--- src/rtl/car_flow_counter.sv ---
// car_flow_counter
//   Decodes the blocking order of two debounced beam sensors into car-entered
//   and car-exited events, and keeps the lot occupancy count.
//   Ports:
//     clk        system clock, inputs sampled on posedge
//     reset      asynchronous, active-high reset
//     sensor_a   outer beam, 1 = blocked
//     sensor_b   inner beam, 1 = blocked
//     car_count  current occupancy (saturates at CAPACITY and at 0)
//     car_enter  1-cycle pulse, a car completed entry
//     car_exit   1-cycle pulse, a car completed exit
//     overflow   1-cycle pulse, entry completed while full
//     underflow  1-cycle pulse, exit completed while empty
//     full       car_count == CAPACITY
//     empty      car_count == 0
//     seq_error  high while an illegal sensor sequence is being flushed
module car_flow_counter #(
  parameter int unsigned CAPACITY = 15,
  parameter int unsigned COUNT_W  = 4
) (
  input  logic               clk,
  input  logic               reset,
  input  logic               sensor_a,
  input  logic               sensor_b,
  output logic [COUNT_W-1:0] car_count,
  output logic               car_enter,
  output logic               car_exit,
  output logic               overflow,
  output logic               underflow,
  output logic               full,
  output logic               empty,
  output logic               seq_error
);

  localparam logic [COUNT_W-1:0] CAP_C = COUNT_W'(CAPACITY);

  typedef enum logic [2:0] {
    IDLE,
    IN_A,
    IN_AB,
    IN_B,
    OUT_B,
    OUT_AB,
    OUT_A,
    ERR
  } state_t;

  state_t     state, state_nxt;
  logic       enter_evt, exit_evt;
  logic [1:0] s;

  assign s = {sensor_a, sensor_b};

  always_ff @(posedge clk or posedge reset) begin
    if (reset) state <= IDLE;
    else       state <= state_nxt;
  end

  always_comb begin
    state_nxt = state;
    enter_evt = 1'b0;
    exit_evt  = 1'b0;
    unique case (state)
      IDLE: begin
        case (s)
          2'b10:   state_nxt = IN_A;
          2'b01:   state_nxt = OUT_B;
          2'b11:   state_nxt = ERR;
          default: state_nxt = IDLE;
        endcase
      end
      IN_A: begin
        case (s)
          2'b11:   state_nxt = IN_AB;
          2'b00:   state_nxt = IDLE;
          2'b10:   state_nxt = IN_A;
          default: state_nxt = ERR;
        endcase
      end
      IN_AB: begin
        case (s)
          2'b01:   state_nxt = IN_B;
          2'b10:   state_nxt = IN_A;
          2'b11:   state_nxt = IN_AB;
          default: state_nxt = ERR;
        endcase
      end
      IN_B: begin
        case (s)
          2'b00: begin
            state_nxt = IDLE;
            enter_evt = 1'b1;
          end
          2'b11:   state_nxt = IN_AB;
          2'b01:   state_nxt = IN_B;
          default: state_nxt = ERR;
        endcase
      end
      OUT_B: begin
        case (s)
          2'b11:   state_nxt = OUT_AB;
          2'b00:   state_nxt = IDLE;
          2'b01:   state_nxt = OUT_B;
          default: state_nxt = ERR;
        endcase
      end
      OUT_AB: begin
        case (s)
          2'b10:   state_nxt = OUT_A;
          2'b01:   state_nxt = OUT_B;
          2'b11:   state_nxt = OUT_AB;
          default: state_nxt = ERR;
        endcase
      end
      OUT_A: begin
        case (s)
          2'b00: begin
            state_nxt = IDLE;
            exit_evt  = 1'b1;
          end
          2'b11:   state_nxt = OUT_AB;
          2'b10:   state_nxt = OUT_A;
          default: state_nxt = ERR;
        endcase
      end
      ERR: begin
        if (s == 2'b00) state_nxt = IDLE;
      end
      default: state_nxt = ERR;
    endcase
  end

  // Count and pulses share one register stage so a pulse always coincides
  // with the cycle in which the new count is first visible.
  always_ff @(posedge clk or posedge reset) begin
    if (reset) begin
      car_count <= '0;
      car_enter <= 1'b0;
      car_exit  <= 1'b0;
      overflow  <= 1'b0;
      underflow <= 1'b0;
    end else begin
      car_enter <= 1'b0;
      car_exit  <= 1'b0;
      overflow  <= 1'b0;
      underflow <= 1'b0;
      if (enter_evt) begin
        if (car_count < CAP_C) begin
          car_count <= car_count + 1'b1;
          car_enter <= 1'b1;
        end else begin
          overflow <= 1'b1;
        end
      end else if (exit_evt) begin
        if (car_count != '0) begin
          car_count <= car_count - 1'b1;
          car_exit  <= 1'b1;
        end else begin
          underflow <= 1'b1;
        end
      end
    end
  end

  assign full      = (car_count == CAP_C);
  assign empty     = (car_count == '0);
  assign seq_error = (state == ERR);

endmodule

--- config.mk ---
export PLATFORM = sky130hd
export DESIGN_NAME = car_flow_counter
export DESIGN_NICKNAME = d
export VERILOG_FILES = /design/src/rtl/car_flow_counter.sv
export SDC_FILE = /design/constraint.sdc
export NUM_CORES = 1
export LEC_CHECK = 0
export CORE_ASPECT_RATIO = 1.25
export CORE_MARGIN = 8
export CORE_UTILIZATION = 35
export DETAILED_ROUTE_END_ITERATION = 12
export PLACE_DENSITY = 0.69
export SYNTH_ARGS = -nofsm -noshare
export SYNTH_HDL_FRONTEND = slang
export SYNTH_SLANG_ARGS = --single-unit
export TNS_END_PERCENT = 50
--- constraint.sdc ---
create_clock -name clk -period 1.94 [get_ports clk]
set_input_delay 0.194 -clock clk [delete_from_list [all_inputs] [get_ports clk]]
set_output_delay 0.194 -clock clk [all_outputs]
set_load 0.03 [all_outputs]
[Word-level counts from Yosys, hierarchy flattened]
Index checks and enable logic that the tools add are counted.
Word-level totals
  register bits after elaboration: 11
  input port bits: 4
  output and inout bits: 11
  word-level logic and storage cells: 55
Operators by class
  add/sub/neg operators: 2
  magnitude comparators: 1
  eq/ne operators: 13
  muxes and demuxes: 26
  reduce and logical (&&, ||, !) cells: 7
Operators with widths (count)
  $pmux 3 s3: 6
  $pmux 3 s8: 1
  $mux 4: 4
  $mux 1: 13
  $eq 3x3->1 const B: 4
  $eq 3x2->1 const B: 2
  $pmux 2 s3: 1
  $add 4x1->4 const B: 1
  $eq 2x2->1 const B: 2
  $eq 4x4->1 const B: 1
  $logic_not 4->1: 1
  $lt 4x4->1 const B: 1
  $ne 2x1->1 const B: 2
  $reduce_bool 2->1: 2
  $reduce_bool 4->1: 1
  $sub 4x1->4 const B: 1
  $eq 3x1->1 const B: 1
  $logic_not 3->1: 1
  $mux 3: 1
  $reduce_and 3->1: 1
  $eq 2x1->1 const B: 1
  $logic_not 2->1: 1

[Longest topological paths before layout]
  word-level depth: 5
  gate-level depth with buffers: 8

[Least setup slack after synthesis]
No wires, ideal clock.
  path type: register to register
  start: register car_count[1]
  end: register car_count[1]
  library setup time: 0.125 ns
  arrival: 1.700 ns
  required time: 1.815 ns
  slack: 0.115 ns
  cell stages (with the launch flop): 4
  cell sequence: dfrtp_1 -> nor4_4 -> o22ai_2 -> mux2_4
Between the ends
  cells in the longest elaborated chain, start to end: 4
Ends and longest elaborated chain
  start, declared: line 25  | output logic [COUNT_W-1:0] car_count,
  start signal, assigned: line 149  | car_count <= car_count + 1'b1;
  start signal, assigned: line 156  | car_count <= car_count - 1'b1;
  $sub 4x1->4: line 156
  $mux 4: line 155  | if (car_count != '0) begin
  $mux 4: line 154  | end else if (exit_evt) begin
  $mux 4: line 147  | if (enter_evt) begin
Several ways; a longest one is shown, not always the timed one. The select of a mux whose other input is x is not followed.
A chain may end at the register's enable or synchronous reset.

[Worst setup path in the final report]
  start: register state[1]
  end: output port seq_error
Between the ends
  cells in the longest elaborated chain, start to end: 1
Ends and longest elaborated chain
  start, declared: line 48  | state_t state, state_nxt;
  start signal, assigned: line 56  | else state <= state_nxt;
  $eq 3x3->1: line 167  | assign seq_error = (state == ERR);
  end, declared: line 32  | output logic seq_error
No other way between the ends.

==> out/metrics.cfg <==
[run_status]
status = finished, final reports clean

[routing]
drt_wl_total_mm = 1.879
drc = 0
num_vias = 739
dr.pass1.iters = 4
viasPerCell = 5.241
routedWlPerCell_um = 13.33
ant_nets = 0
drtIter0Drc = 31

[final_layout]
multi_input_area_um2 = 518.0
layout-drive-gt1-share_pct = 22.73
fin_area_um2 = 1121
final_common_cell = buf_4
fin_nets = 125
most-common-layout-cells = 13 x buf_4, 12 x nor2_1, 12 x clkdlybuf4s50_1
antenna_cells = 0
areaGrowthSynthToFinish_pct = 34.54
ff_latch_area_um2 = 276.5
fillers = 224

[min_path]
hold_class = primary input to async pin

[yosys]
synthMuxAreaShare_pct = 10.36
synth_top_family_by_area = simple AND/OR/NAND/NOR gates
synthSimpleGateAreaFrac_pct = 18.47
yosys_warnings = 0
synth_xor_area_share_pct = 3.153
synth_cells = 82
synth.avg_cell_area_um2 = 10.16
syn_area_um2 = 833.3
yosys_register_bits = 11
synth_edf_count = 0
ys.flop_type = dfrtp_1
async_flop_share_pct = 100.0
synth_fp_nets = 96
synth_fa_ha_area_share_pct = 15.02
synth_compound_area_share_pct = 15.17
ys_seq_area_share_pct = 33.03
synth_cell_types = 31

[cts]
clockRootBuffer = clkbuf_4
ctsLongestPathBuffers = 2
cts.clk_slew.worst_paths_ns = 0.07
cts_hold_buf = 0
clk_latency_ns = 0.27
cts.sinks = 11
postCtsSetupBuffers = 0
numCtsBuffers = 3
cts_tree = built
htreeDepth = 1

[global_routing]
grt_max_degree = 12
grt_overflow = 0
grtUsageMet1_pct = 9.388
grt_pass1_vias = 735
busiest_layer = met2
grt_use_met3_pct = 1.808
track_usage_pct = 9.763
grtUsageMet2_pct = 16.59
grt_first_pass_wirelength_mm = 3.174
grt_antenna_before_repair = 0

[worst_setup_path]
crit_path_cell_trace = and3_1 -> clkdlybuf4s50_1
worstPathMaxFanout = 7
cp-end-kind = primary output
cp-start-kind = flop
cp.required_ns = 1.75
path_class = flop to primary output
rr_worst_depth = 6
crit_slowest_cell = clkdlybuf4s50_1
slowest_delay_ns = 0.67
cp_data_arrival_time_ns = 1.64

[timing]
fin_skew_ns = 0.007053
max_slew_margin_pct = 73.53
clock.fmax_mhz = 546.5
slew_violations = 0
worst_pin_slew_ns = 0.3871
fin_crit_ns = 1.830
finalSetupViolCount = 0
hold-worst-slack_ns = 0.2108
finalCritPeriodShare_pct = 94.31
finalSetupTns_ns = 0
hold_viol = 0
rsz0062_at_grt = no

[floorplan]
dieArea_um2 = 4208
fp.dieW_um = 59.64
io_pins = 15
start_util_pct = 37.29
coreArea_um2 = 2235
core.rowCount = 19
die_y_um = 70.56

[power]
ir_worst_vdd_uv = 736.2
leakage_nw = 0.5276
p_per_area_nw_per_um2 = 1389

[placement]
finalWeightedCongestion = 0.9138
place_area_um2 = 1096
io_buffers = 14
hpwl_mm = 1.443

[flow_run]
max-cap-violations = 0

## power breakdown
part,total (mW),switching [mW],internal (mW)
sequential,0.471,0.160,0.311
combinational,0.930,0.476,0.454
clock,0.157,0.0773,0.0797
total,1.56,0.713,0.845
## sequential cells by signal (all words and copies together), names as in the netlist
register   flops
car_count      4
underflow      1
state          3
overflow       1
car_enter      1
car_exit       1
## cell usage after synthesis (2+ instances only)
cell type | number | area [um2]
o21ai_0 | 2 | 10.01
a211oi_1 | 3 | 22.52
xor2_1 | 2 | 17.52
a31oi_1 | 2 | 12.51
a21oi_1 | 4 | 20.02
inv_1 | 6 | 22.52
nor3_1 | 2 | 10.01
ha_1 | 10 | 125.1
a2111oi_0 | 2 | 17.52
dfrtp_1 | 11 | 275.3
nor2_1 | 12 | 45.04
mux2_4 | 2 | 30.03
a21o_1 | 2 | 15.01
nand2_1 | 2 | 7.510
buf_2 | 2 | 10.01
mux4_2 | 2 | 45.04
nand4_1 | 2 | 12.51
## worst max-delay path: cells and delay by family (launching register included)
kind                   cells  cell delay [ns]
buffers and inverters      1             0.67
flip-flops                 1             0.51
AND/OR/NAND/NOR            1             0.19
## final timing paths
kind                                      to    startpoint  slack [ns]
worst max-delay path               seq_error      state[1]        0.11
max in group asynchronous           state[2]         reset        1.41
min in group clk                   underflow  car_count[3]        0.61
worst min register to register     underflow  car_count[3]        0.61
worst max register to register  car_count[3]      state[2]        0.27
worst min-delay path            car_count[1]         reset        0.21
## per-layer routing
layer / routed length, um / share of wire, %
met3: 143 / 7.6
met1: 708 / 38
met2: 940 / 50
met4: 87 / 4.6
met5: 0 / 0
## cell families after synthesis
group / after synthesis
mux: 5
buf+inv: 10
flops: 11
simple gates: 25
fa+ha+maj: 10
xor+xnor: 3
compound gates: 18
## cell type report
| class | count | share of cell area (%) |
|---|---|---|
| Sequential cell | 11 | 24.67 |
| Inverter | 7 | 2.344 |
| Timing Repair Buffer | 27 | 20.98 |
| Multi-Input combinational cell | 61 | 46.21 |
| Tap cell | 31 | 3.460 |
| Clock buffer | 4 | 2.344 |
## through the flow
stage	utilization (%)	total power, mW	setup WS (ns)	std cells
finish	50.17	1.557	0.1103	141
global route	50.17	1.669	0.02646	141
CTS	50.11	1.561	0.07669	141
detailed placement	49.05	1.401	-0.1119	137
global placement	49.05	1.377	-0.05361	137
floorplan	-	1.071	0.1153	82
## timing repair
action	in CTS	in global routing
setup endpoints to repair	2	1
hold endpoints to repair	0	0
gates resized for setup	2	1
(Power assumes the default switching activity.)
